--- config.mk ---
export PLATFORM = sky130hd
export DESIGN_NAME = rx_frame_controller_flat
export DESIGN_NICKNAME = d
export VERILOG_FILES = /design/src/rtl/rx_frame_if.sv /design/src/rtl/rx_frame_controller.sv /design/src/flat_wrapper.sv
export SDC_FILE = /design/constraint.sdc
export NUM_CORES = 1
export LEC_CHECK = 0
export BUFFER_PORTS_ARGS = -buffer_cell sky130_fd_sc_hd__buf_4
export CORE_UTILIZATION = 62
export CTS_BUF_LIST = sky130_fd_sc_hd__clkbuf_4
export DETAILED_ROUTE_END_ITERATION = 10
export GPL_TIMING_DRIVEN = 0
export PLACE_DENSITY = 0.83
export SYNTH_ARGS = -nofsm -noshare
export SYNTH_HDL_FRONTEND = slang
export SYNTH_SLANG_ARGS = --single-unit
export TNS_END_PERCENT = 50
--- constraint.sdc ---
create_clock -name clk -period 5.38 [get_ports clk]
set_clock_uncertainty 0.05 [all_clocks]
set_input_delay 0.538 -clock clk [delete_from_list [all_inputs] [get_ports clk]]
set_output_delay 0.538 -clock clk [all_outputs]
set_load 0.005 [all_outputs]
--- src/rtl/rx_frame_if.sv ---
// -----------------------------------------------------------------------------
// rx_frame_if
// Word handshake between the receive controller and its downstream consumer.
//   Frame_Data  : received word, held stable while Frame_Valid is high
//   Frame_Valid : Frame_Data holds a word not yet taken
//   Frame_Ready : consumer accepts the word when high together with Frame_Valid
// Modports: master (controller side), slave (consumer side).
// -----------------------------------------------------------------------------
interface rx_frame_if #(
    parameter int DATA_BITS = 8
) ();

    logic [DATA_BITS-1:0] Frame_Data;
    logic                 Frame_Valid;
    logic                 Frame_Ready;

    modport master (
        output Frame_Data,
        output Frame_Valid,
        input  Frame_Ready
    );

    modport slave (
        input  Frame_Data,
        input  Frame_Valid,
        output Frame_Ready
    );

endinterface

--- src/rtl/rx_frame_controller.sv ---
// -----------------------------------------------------------------------------
// rx_frame_controller
// Sequencing controller for the single-bit receive stage. Arms the stage via
// Rx_Enable/Rx_Disable, finds the start bit, times bit centres with an
// oversampling counter, deserializes LSB-first frames and offers each good
// word on the rx_frame_if valid/ready handshake.
//
// Ports:
//   clk         : system clock
//   Reset       : asynchronous, active-low reset
//   Start       : arm the receiver (level or pulse)
//   Abort       : disarm and return to IDLE (wins over Start)
//   Rx_Bit      : serial bit from the receive stage
//   Rx_Enable   : receive stage enable (high in every state but IDLE)
//   Rx_Disable  : receive stage disable (high only in IDLE)
//   Busy        : a frame is being received
//   Framing_Err : 1-cycle pulse, stop bit sampled as 0
//   Overrun     : 1-cycle pulse, a completed word was dropped
//   Parity_Err  : 1-cycle pulse, parity mismatch (always 0 without the macro)
//   frame       : rx_frame_if.master word handshake
//
// Build option: define RX_PARITY_CHECK_EN to insert a PARITY bit time after
// the data bits; even parity over data plus parity bit is required.
// -----------------------------------------------------------------------------
module rx_frame_controller #(
    parameter int CLKS_PER_BIT = 16,
    parameter int DATA_BITS    = 8
) (
    input  logic       clk,
    input  logic       Reset,
    input  logic       Start,
    input  logic       Abort,
    input  logic       Rx_Bit,
    output logic       Rx_Enable,
    output logic       Rx_Disable,
    output logic       Busy,
    output logic       Framing_Err,
    output logic       Overrun,
    output logic       Parity_Err,
    rx_frame_if.master frame
);

    localparam int CNT_W = $clog2(CLKS_PER_BIT);
    localparam int IDX_W = (DATA_BITS > 1) ? $clog2(DATA_BITS) : 1;
    localparam logic [CNT_W-1:0] CNT_HALF = CNT_W'(CLKS_PER_BIT / 2 - 1);
    localparam logic [CNT_W-1:0] CNT_LAST = CNT_W'(CLKS_PER_BIT - 1);
    localparam logic [IDX_W-1:0] IDX_LAST = IDX_W'(DATA_BITS - 1);

    typedef enum logic [2:0] {
        S_IDLE       = 3'd0,
        S_WAIT_START = 3'd1,
        S_START_CHK  = 3'd2,
        S_DATA       = 3'd3,
        S_PARITY     = 3'd4,
        S_STOP       = 3'd5
    } state_t;

    state_t               state_r;
    state_t               state_next_s;
    logic [CNT_W-1:0]     cnt_r;
    logic [CNT_W-1:0]     cnt_next_s;
    logic [IDX_W-1:0]     idx_r;
    logic [IDX_W-1:0]     idx_next_s;
    logic [DATA_BITS-1:0] shift_r;
    logic                 sample_data_s;
    logic                 sample_stop_s;
    logic                 commit_s;
    logic                 busy_next_s;

`ifdef RX_PARITY_CHECK_EN
    logic                 sample_par_s;
    logic                 par_bad_r;

    // Returns 1 when data plus parity bit carry an odd number of ones.
    function automatic logic parity_odd(input logic [DATA_BITS-1:0] data,
                                        input logic                 par);
        return ^{data, par};
    endfunction
`endif

    // State, oversampling counter and bit index registers.
    always_ff @(posedge clk or negedge Reset) begin
        if (!Reset) begin
            state_r <= S_IDLE;
            cnt_r   <= {CNT_W{1'b0}};
            idx_r   <= {IDX_W{1'b0}};
        end else begin
            state_r <= state_next_s;
            cnt_r   <= cnt_next_s;
            idx_r   <= idx_next_s;
        end
    end

    // Next-state logic and the bit-sample strobes.
    always_comb begin
        state_next_s  = state_r;
        cnt_next_s    = cnt_r + CNT_W'(1);
        idx_next_s    = idx_r;
        sample_data_s = 1'b0;
        sample_stop_s = 1'b0;
`ifdef RX_PARITY_CHECK_EN
        sample_par_s  = 1'b0;
`endif
        if (Abort) begin
            state_next_s = S_IDLE;
            cnt_next_s   = {CNT_W{1'b0}};
            idx_next_s   = {IDX_W{1'b0}};
        end else begin
            case (state_r)
                S_IDLE: begin
                    cnt_next_s = {CNT_W{1'b0}};
                    if (Start) begin
                        state_next_s = S_WAIT_START;
                    end else begin
                        state_next_s = S_IDLE;
                    end
                end
                S_WAIT_START: begin
                    cnt_next_s = {CNT_W{1'b0}};
                    if (!Rx_Bit) begin
                        state_next_s = S_START_CHK;
                    end else begin
                        state_next_s = S_WAIT_START;
                    end
                end
                S_START_CHK: begin
                    // Mid start bit: a 1 here means the falling edge was a glitch.
                    if (cnt_r == CNT_HALF) begin
                        cnt_next_s = {CNT_W{1'b0}};
                        idx_next_s = {IDX_W{1'b0}};
                        if (Rx_Bit) begin
                            state_next_s = S_WAIT_START;
                        end else begin
                            state_next_s = S_DATA;
                        end
                    end else begin
                        state_next_s = S_START_CHK;
                    end
                end
                S_DATA: begin
                    if (cnt_r == CNT_LAST) begin
                        cnt_next_s    = {CNT_W{1'b0}};
                        sample_data_s = 1'b1;
                        idx_next_s    = idx_r + IDX_W'(1);
                        if (idx_r == IDX_LAST) begin
`ifdef RX_PARITY_CHECK_EN
                            state_next_s = S_PARITY;
`else
                            state_next_s = S_STOP;
`endif
                        end else begin
                            state_next_s = S_DATA;
                        end
                    end else begin
                        state_next_s = S_DATA;
                    end
                end
`ifdef RX_PARITY_CHECK_EN
                S_PARITY: begin
                    if (cnt_r == CNT_LAST) begin
                        cnt_next_s   = {CNT_W{1'b0}};
                        sample_par_s = 1'b1;
                        state_next_s = S_STOP;
                    end else begin
                        state_next_s = S_PARITY;
                    end
                end
`endif
                S_STOP: begin
                    if (cnt_r == CNT_LAST) begin
                        cnt_next_s    = {CNT_W{1'b0}};
                        sample_stop_s = 1'b1;
                        state_next_s  = S_WAIT_START;
                    end else begin
                        state_next_s = S_STOP;
                    end
                end
                default: begin
                    state_next_s = S_IDLE;
                    cnt_next_s   = {CNT_W{1'b0}};
                    idx_next_s   = {IDX_W{1'b0}};
                end
            endcase
        end
    end

    // A word is committed only on a good stop bit (and good parity if enabled).
    always_comb begin
`ifdef RX_PARITY_CHECK_EN
        commit_s = sample_stop_s & Rx_Bit & ~par_bad_r;
`else
        commit_s = sample_stop_s & Rx_Bit;
`endif
        busy_next_s = (state_next_s == S_START_CHK) || (state_next_s == S_DATA) ||
                      (state_next_s == S_PARITY)    || (state_next_s == S_STOP);
    end

    // LSB-first deserializer: each new bit enters at the MSB end.
    always_ff @(posedge clk or negedge Reset) begin
        if (!Reset) begin
            shift_r <= {DATA_BITS{1'b0}};
        end else if (sample_data_s) begin
            shift_r <= {Rx_Bit, shift_r[DATA_BITS-1:1]};
        end else begin
            shift_r <= shift_r;
        end
    end

`ifdef RX_PARITY_CHECK_EN
    // Parity verdict, held until the stop bit of the same frame is sampled.
    always_ff @(posedge clk or negedge Reset) begin
        if (!Reset) begin
            par_bad_r  <= 1'b0;
            Parity_Err <= 1'b0;
        end else if (sample_par_s) begin
            par_bad_r  <= parity_odd(shift_r, Rx_Bit);
            Parity_Err <= parity_odd(shift_r, Rx_Bit);
        end else begin
            par_bad_r  <= par_bad_r;
            Parity_Err <= 1'b0;
        end
    end
`else
    // No parity stage in this build; the error output stays low.
    always_ff @(posedge clk or negedge Reset) begin
        if (!Reset) begin
            Parity_Err <= 1'b0;
        end else begin
            Parity_Err <= 1'b0;
        end
    end
`endif

    // Registered stage controls, status and error pulses, driven from the next state.
    always_ff @(posedge clk or negedge Reset) begin
        if (!Reset) begin
            Rx_Enable   <= 1'b0;
            Rx_Disable  <= 1'b1;
            Busy        <= 1'b0;
            Framing_Err <= 1'b0;
            Overrun     <= 1'b0;
        end else begin
            Rx_Enable   <= (state_next_s != S_IDLE);
            Rx_Disable  <= (state_next_s == S_IDLE);
            Busy        <= busy_next_s;
            Framing_Err <= sample_stop_s & ~Rx_Bit;
            Overrun     <= commit_s & frame.Frame_Valid & ~frame.Frame_Ready;
        end
    end

    // Output word holding register; a held word is never overwritten.
    always_ff @(posedge clk or negedge Reset) begin
        if (!Reset) begin
            frame.Frame_Data  <= {DATA_BITS{1'b0}};
            frame.Frame_Valid <= 1'b0;
        end else if (commit_s && (!frame.Frame_Valid || frame.Frame_Ready)) begin
            frame.Frame_Data  <= shift_r;
            frame.Frame_Valid <= 1'b1;
        end else if (frame.Frame_Valid && frame.Frame_Ready) begin
            frame.Frame_Data  <= frame.Frame_Data;
            frame.Frame_Valid <= 1'b0;
        end else begin
            frame.Frame_Data  <= frame.Frame_Data;
            frame.Frame_Valid <= frame.Frame_Valid;
        end
    end

endmodule
--- src/flat_wrapper.sv ---
// flat-port wrapper written by rule: the top's interface ports become plain ports
module rx_frame_controller_flat 
#(
    parameter int CLKS_PER_BIT = 16,
    parameter int DATA_BITS    = 8
)
  (clk, Reset, Start, Abort, Rx_Bit, Rx_Enable, Rx_Disable, Busy, Framing_Err, Overrun, Parity_Err, frame_Frame_Data, frame_Frame_Valid, frame_Frame_Ready);
  rx_frame_if #(.DATA_BITS(DATA_BITS)) frame_i ();
  input  logic clk;
  input  logic Reset;
  input  logic Start;
  input  logic Abort;
  input  logic Rx_Bit;
  output logic Rx_Enable;
  output logic Rx_Disable;
  output logic Busy;
  output logic Framing_Err;
  output logic Overrun;
  output logic Parity_Err;
  output wire logic [$bits(frame_i.Frame_Data)-1:0] frame_Frame_Data;
  output wire logic [$bits(frame_i.Frame_Valid)-1:0] frame_Frame_Valid;
  input wire logic [$bits(frame_i.Frame_Ready)-1:0] frame_Frame_Ready;
  assign frame_Frame_Data = frame_i.Frame_Data;
  assign frame_Frame_Valid = frame_i.Frame_Valid;
  assign frame_i.Frame_Ready = frame_Frame_Ready;
  rx_frame_controller #(.CLKS_PER_BIT(CLKS_PER_BIT), .DATA_BITS(DATA_BITS)) u_core (.clk(clk), .Reset(Reset), .Start(Start), .Abort(Abort), .Rx_Bit(Rx_Bit), .Rx_Enable(Rx_Enable), .Rx_Disable(Rx_Disable), .Busy(Busy), .Framing_Err(Framing_Err), .Overrun(Overrun), .Parity_Err(Parity_Err), .frame(frame_i));
endmodule
==> impl_metrics.env, run 1 <==
export IMPL_tritoncts="built"
export IMPL_wirelength_um=2486
export IMPL_synth_top_area_share_pct=55.46
export IMPL_start_kind="register"
export IMPL_core_mm2=0.002042
export IMPL_synth_seq_cells=32
export IMPL_antennaDiodeCount=0
export IMPL_h_tree_depth=2
export IMPL_drv_cap=0
export IMPL_synthesis_area_mm2=0.001399
export IMPL_clk_pin_slew_worst_paths_ps=90
export IMPL_ios=21
export IMPL_ys_seq_area_share_pct=57.33
export IMPL_drv_slew=0
export IMPL_ant_nets=0
export IMPL_first_pass_iters=4
export IMPL_grt_usage_pct=24.14
export IMPL_combPwrFrac_pct=10.3
export IMPL_die_width_um=49.50
export IMPL_die_area_mm2=0.002450
export IMPL_switchingPower_mw=0.1061
export IMPL_p_int_mw=0.3682
export IMPL_tns_ps=0
export IMPL_synth_edf_count=0
export IMPL_num_rows=16
export IMPL_grt_overflow=0
export IMPL_worstPathArrival_ps=2030
export IMPL_grt_antenna_before_repair=0
export IMPL_hold_path_class="in2async"
export IMPL_start_util_pct=68.50
export IMPL_hpwl_um=1801
export IMPL_min_period_ps=1878
export IMPL_power_frac_clock_pct=36.1
export IMPL_synth_top_cell_by_area="dfrtp_1"
export IMPL_required_ps=5530
export IMPL_hold_viol=0
export IMPL_setup_viol=0
export IMPL_grt_pass1_wl_um=4243
export IMPL_status="finished, final reports clean"
export IMPL_ys_flop_type="dfrtp_1"
export IMPL_syn_nets=121
export IMPL_period_share_pct=34.91
export IMPL_reg2reg_setup_slack_ps=3500
export IMPL_numPortBuffers=19
export IMPL_swShare_pct=22.36
export IMPL_nNetsFinal=147
export IMPL_cts_hold_buffers=0
export IMPL_synthTopCellsByCount="31 x dfrtp_1, 17 x mux2_2, 9 x nor2_1"
export IMPL_syn_avg_cell_area_um2=12.49
export IMPL_async_flop_share_pct=100.0
export IMPL_setup_worst_path_end_class="register"
export IMPL_dieHeight_um=49.50
export IMPL_area_growth_syn_to_layout_pct=17.98
export IMPL_via_per_inst=5.596
export IMPL_grt_max_degree=33
export IMPL_worstPathMaxFanout=10
export IMPL_clock_sinks=32
export IMPL_syn_inst=112
export IMPL_clockRootBuffer="clkbuf_4"
export IMPL_cts_resized_gates=0
export IMPL_first_iter_violations=13
export IMPL_worstPathCellList="ha_1 -> nand3_1 -> nor3_1 -> buf_2 -> mux2_2"
export IMPL_fmax_ghz=0.5325
export IMPL_power_density_mw_per_mm2=287.4
export IMPL_numCtsBuffers=5
export IMPL_route_detailed_drc=0
export IMPL_clock_latency_ps=310
export IMPL_critPathKind="reg2reg"
export IMPL_cts_buffer_depth=2
export IMPL_postCtsSetupBuffers=0
export IMPL_p_leak_nw=0.8633
export IMPL_vias=929
export IMPL_grt_pass1_vias=952
export IMPL_rsz0062_at_grt="no"
export IMPL_yosysMostFrequentCell="dfrtp_1"
export IMPL_ys_types=31
export IMPL_routabilityCongestion=0.8360
export IMPL_avgRoutedWirePerCell_um=14.98
export IMPL_ys_top_cells_by_area="dfrtp_1 55%, mux2_2 14%, ha_1 2.7%"
export IMPL_post_route_util_pct=80.82
export IMPL_p_seq_share_pct=53.6
export IMPL_max_vdd_ir_drop_mv=0.2463
export IMPL_drive_gt1_share_pct=38.13
export IMPL_critical_path_max_stage_delay_ps=380
export IMPL_crit_slowest_cell="dfrtp_1"
export IMPL_total_power_mw=0.4742
export IMPL_yosys_warnings=0
placed cells by master, fill, tap and decap left out, types with 3 or more instances in the layout:
| cell type | instances |
|---|---|
| and3b_1 | 3 |
| buf_2 | 3 |
| buf_4 | 20 |
| clkbuf_4 | 5 |
| dfrtp_1 | 31 |
| ha_1 | 3 |
| inv_1 | 3 |
| mux2_2 | 17 |
| nand2_1 | 4 |
| nand3_1 | 4 |
| nor2_1 | 9 |
| nor2b_1 | 3 |
| o21ai_0 | 7 |
power by group through the flow:
| stage | Sequential [mW] | Combinational, mW | Clock, mW |
|---|---|---|---|
| detailed placement | 0.259 | 0.0483 | 0 |
| CTS | 0.254 | 0.0490 | 0.174 |
| floorplan | 0.259 | 0.0258 | 0 |
| global placement | 0.259 | 0.0462 | 0 |
| global route | 0.255 | 0.0541 | 0.185 |
| finish | 0.254 | 0.0487 | 0.171 |
cells by family (layout without fill, tap and decap cells):
kind of cell | count (synthesis) | in the layout | synth area share, %
flops | 32 | 32 | 57.33
simple gates | 31 | 31 | 13.42
compound gates | 17 | 17 | 8.319
mux | 17 | 17 | 13.68
buf+inv | 9 | 36 | 3.040
fa+ha+maj | 3 | 3 | 2.684
xor+xnor | 2 | 2 | 1.252
other cells | 1 | 1 | 0.2681
area by class of cell:
cell class | count | area (µm²)
plain buffers | 6 | 31.28
clock buffers | 5 | 37.54
clock inverters | 3 | 37.54
fillers | 131 | 391.6
inverters | 3 | 11.26
multi-input cells | 71 | 554.3
flip-flops and latches | 32 | 802.0
well taps | 27 | 33.78
repair buffers | 19 | 142.6
metal layers:
metal,global-route usage (%),wire length [µm],vias up
met4,8.571,34,0
met2,41.78,1294,31
met5,0,0,-
met3,7.716,105,4
met1,28.12,1052,452
li1,-,-,442
registers in the layout (all words and copies together), names as in the netlist:
register and flops:
u_core.Rx_Disable 1, u_core.Framing_Err 1, u_core.Rx_Enable 1, u_core.state_r 3, u_core.cnt_r 4, u_core.Overrun 1
u_core.frame.Frame_Valid 1, u_core.Busy 1, u_core.frame.Frame_Data 8, u_core.idx_r 3, u_core.shift_r 8
final timing paths:
kind	from	to	cells after the start
max reg2reg	u_core.cnt_r[0]$_DFF_PN0_	u_core.shift_r[0]$_DFFE_PN0P_	5
min	Reset	u_core.Rx_Enable$_DFF_PN0_	1
max	u_core.cnt_r[0]$_DFF_PN0_	u_core.shift_r[0]$_DFFE_PN0P_	5
max in group asynchronous	Reset	u_core.Rx_Disable$_DFF_PN1_	1
min reg2reg	u_core.cnt_r[0]$_DFF_PN0_	u_core.cnt_r[0]$_DFF_PN0_	1
min in group clk	Rx_Bit	u_core.Framing_Err$_DFF_PN0_	2
critical path: cells and delay by family, from the launching register on:
kind	cells	cell delay, ps
flip-flops	1	380
multiplexers	1	370
adder cells (fa/ha/maj)	1	220
buffers and inverters	1	290
AND/OR/NAND/NOR	2	460
per-stage QoR:
step                hold slack, ps  area (µm²)  std cells  worst slack [ps]
floorplan                    192.4        1399        112              3677
global placement             391.2        1575        158              3547
detailed placement           399.2        1575        158              3526
CTS                          93.50        1650        166              3506
global route                 98.47        1650        166              3397
finish                       89.26        1650        166              3502
Note: power is estimated with default switching activity, not from simulation.
==> run 2, diff against run 1 <==
--- a/config.mk
+++ b/config.mk
@@ -5,12 +5,13 @@
 export SDC_FILE = /design/constraint.sdc
 export NUM_CORES = 1
 export LEC_CHECK = 0
+export ABC_AREA = 1
 export BUFFER_PORTS_ARGS = -buffer_cell sky130_fd_sc_hd__buf_4
-export CORE_UTILIZATION = 62
+export CORE_UTILIZATION = 59
 export CTS_BUF_LIST = sky130_fd_sc_hd__clkbuf_4
 export DETAILED_ROUTE_END_ITERATION = 10
 export GPL_TIMING_DRIVEN = 0
-export PLACE_DENSITY = 0.83
+export PLACE_DENSITY = 0.79
 export SYNTH_ARGS = -nofsm -noshare
 export SYNTH_HDL_FRONTEND = slang
 export SYNTH_SLANG_ARGS = --single-unit
==> constraint.sdc (replaced) <==
create_clock -name clk -period 2 [get_ports clk]
set_clock_uncertainty 0.05 [all_clocks]
set_input_delay 0.2 -clock clk [delete_from_list [all_inputs] [get_ports clk]]
set_output_delay 0.2 -clock clk [all_outputs]
set_load 0.005 [all_outputs]
==> run 2 against run 1 <==
  * Global-route usage down 0.74 points
  * Register-to-register slack worse by 3100 ps
  * First-iteration DRC count up 46%
  * Critical path type unchanged
  * Largest power group unchanged
==> impl_metrics.env, run 2 <==
export IMPL_status="finished, final reports clean"
export IMPL_design_area_mm2=0.001799
export IMPL_grt_antenna_before_repair=0
export IMPL_total_power_mw=1.244
export IMPL_tritoncts="built"
export IMPL_area_growth_syn_to_layout_pct=17.68
export IMPL_wirelength_um=2729
export IMPL_grt_usage_pct=23.40
export IMPL_post_route_util_pct=73.29
export IMPL_syn_avg_cell_area_um2=9.380
export IMPL_clk_pin_slew_worst_paths_ps=90
export IMPL_postCtsSetupBuffers=0
export IMPL_p_leak_nw=0.9218
export IMPL_final_cells=221
export IMPL_routabilityCongestion=0.8992
export IMPL_n_fill_cell=195
export IMPL_grt_pass1_vias=1022
export IMPL_synthesis_area_mm2=0.001529
export IMPL_first_iter_violations=19
export IMPL_nNetsFinal=199
export IMPL_numPortBuffers=19
export IMPL_via_per_inst=5.176
export IMPL_num_rows=18
export IMPL_critPathKind="reg2reg"
export IMPL_max_vdd_ir_drop_mv=0.6671
export IMPL_hold_path_class="in2reg"
export IMPL_synthTopCellsByCount="40 x nand2_1, 31 x dfrtp_1, 20 x inv_1"
export IMPL_whs_ps=33.49
export IMPL_drive_gt1_share_pct=32.46
export IMPL_grt_overflow=0
export IMPL_vias=1144
export IMPL_route_detailed_drc=0
export IMPL_reg_largest_list="u_core.frame.Frame_Data: 8 flops, u_core.shift_r: 8 flops, u_core.cnt_r: 4 flops"
export IMPL_synth_top_area_share_pct=50.74
export IMPL_drv_slew=0
export IMPL_period_share_pct=79.11
export IMPL_dieHeight_um=52.91
export IMPL_die_width_um=52.91
export IMPL_setup_worst_path_end_class="register"
export IMPL_power_frac_clock_pct=39.0
export IMPL_synth_edf_count=0
export IMPL_grt_max_degree=33
export IMPL_start_util_pct=62.28
export IMPL_worstPathMaxFanout=10
export IMPL_switchingPower_mw=0.2749
export IMPL_ys_types=28
export IMPL_antennaDiodeCount=0
export IMPL_post_place_cells=212
export IMPL_start_kind="register"
export IMPL_syn_nets=172
export IMPL_swShare_pct=22.10
export IMPL_syn_inst=163
export IMPL_min_period_ps=1582
export IMPL_p_seq_share_pct=54.0
export IMPL_clockRootBuffer="clkbuf_4"
export IMPL_clock_sinks=32
export IMPL_ys_top_cells_by_area="dfrtp_1 51%, nand2_1 9.8%, o21ai_2 9.2%"
export IMPL_h_tree_depth=2
export IMPL_async_flop_share_pct=100.0
export IMPL_layout_commonest_cell="nand2_1"
export IMPL_grt_pass1_wl_um=4457
export IMPL_dpl_instance_area_mm2=0.001709
export IMPL_first_pass_iters=4
export IMPL_ant_nets=0
export IMPL_tns_ps=0
export IMPL_setup_viol=0
export IMPL_core_mm2=0.002455
export IMPL_final_cell_mix="40 x nand2_1, 31 x dfrtp_1, 20 x inv_1, 20 x buf_4, 16 x o21ai_2"
export IMPL_hold_viol=0
export IMPL_numCtsBuffers=5
export IMPL_ys_seq_area_share_pct=52.45
export IMPL_combPwrFrac_pct=7.0
export IMPL_worstPathArrival_ps=1750
export IMPL_ios=21
export IMPL_die_area_mm2=0.002799
export IMPL_yosys_warnings=0
export IMPL_ys_flop_type="dfrtp_1"
export IMPL_cts_buffer_depth=2
export IMPL_required_ps=2170
export IMPL_synth_top_cell_by_area="dfrtp_1"
export IMPL_hpwl_um=2007
export IMPL_pre_cts_ws_ps=439.5
export IMPL_clock_latency_ps=330
export IMPL_fmax_ghz=0.6320
export IMPL_yosysMostFrequentCell="nand2_1"
export IMPL_rsz0062_at_grt="no"
export IMPL_power_density_mw_per_mm2=691.5
export IMPL_drv_cap=0
export IMPL_setup_slack_ps=417.8
export IMPL_synth_seq_cells=32
export IMPL_avgRoutedWirePerCell_um=12.35
export IMPL_p_int_mw=0.9693
-- run 2: cell count changes in the layout (fill, tap and decap cells not counted), moves of 4 or more --
cell,before,now
inv_1,3,20
mux2_2,17,0
nand2_1,4,40
nand2_2,0,4
nand3_1,4,9
nor2_1,9,13
o21ai_0,7,3
o21ai_2,0,16
-- run 2: kinds of logic after synthesis --
logic type | Yosys count | share of synthesized area (%)
DFF | 32 | 52.46
and+or+nand+nor | 77 | 24.71
AOI/OAI and AO/OA | 22 | 11.37
adders and majority gates | 3 | 2.455
xor gates and xnor gates | 1 | 0.5729
buffers and inverters | 27 | 8.183
other | 1 | 0.2453
-- run 2: worst max-delay path, stage by stage, from the launching register on --
cell     delay (ps)
dfrtp_1         390
ha_1            280
nand2_2          90
nor2_4          180
nand2_2         170
buf_6           190
nand2_1          70
o21ai_2          50
-- run 2: what timing repair did --
item,4_1_cts,5_1_grt
resized for setup,0,0
hold endpoints to repair,31,0
hold buffers,1,0
-- run 2: worst paths after layout --
| kind | from | end | slack, ps | depth (start not counted) |
|---|---|---|---|---|
| min in group asynchronous | Reset | u_core.frame.Frame_Valid$_DFFE_PN0P_ | 280 | 2 |
| worst min-delay path | Abort | u_core.Framing_Err$_DFF_PN0_ | 30 | 2 |
| worst max-delay path | u_core.cnt_r[0]$_DFF_PN0_ | u_core.shift_r[1]$_DFFE_PN0P_ | 420 | 7 |
| max in group asynchronous | Reset | u_core.Rx_Disable$_DFF_PN1_ | 1290 | 2 |
| worst max register to register | u_core.cnt_r[0]$_DFF_PN0_ | u_core.shift_r[1]$_DFFE_PN0P_ | 420 | 7 |
| worst min register to register | u_core.shift_r[1]$_DFFE_PN0P_ | u_core.shift_r[1]$_DFFE_PN0P_ | 440 | 2 |
-- run 2: layout make-up --
class                      instances  area (µm²)  area share [%]
clock buffer                       6       45.04           2.503
clock inverter                     2       35.03           1.947
inverter                          24       95.09           5.285
multi-input combinational        104       601.8           33.45
tap                               30       37.54           2.086
timing repair buffer              20       152.6           8.484
sequential                        32       802.0           44.58
buffer                             3       30.03           1.669
-- run 2: power by group through the flow --
stage / clock network [mW] / logic (mW) / registers (mW)
after global placement: 0 / 0.0826 / 0.683
after floorplan: 0 / 0.0405 / 0.683
after global routing: 0.521 / 0.0965 / 0.674
final: 0.486 / 0.0868 / 0.672
after CTS: 0.496 / 0.0876 / 0.672
after detailed placement: 0 / 0.0844 / 0.684
-- run 2: per-layer routing --
metal / global-route usage (%) / vias up / part of all wire, %
li1: - / 565 / -
met5: 0 / - / 0
met4: 10.53 / 0 / 2.9
met1: 27.44 / 547 / 45
met3: 8.621 / 9 / 3.4
met2: 37.97 / 23 / 48
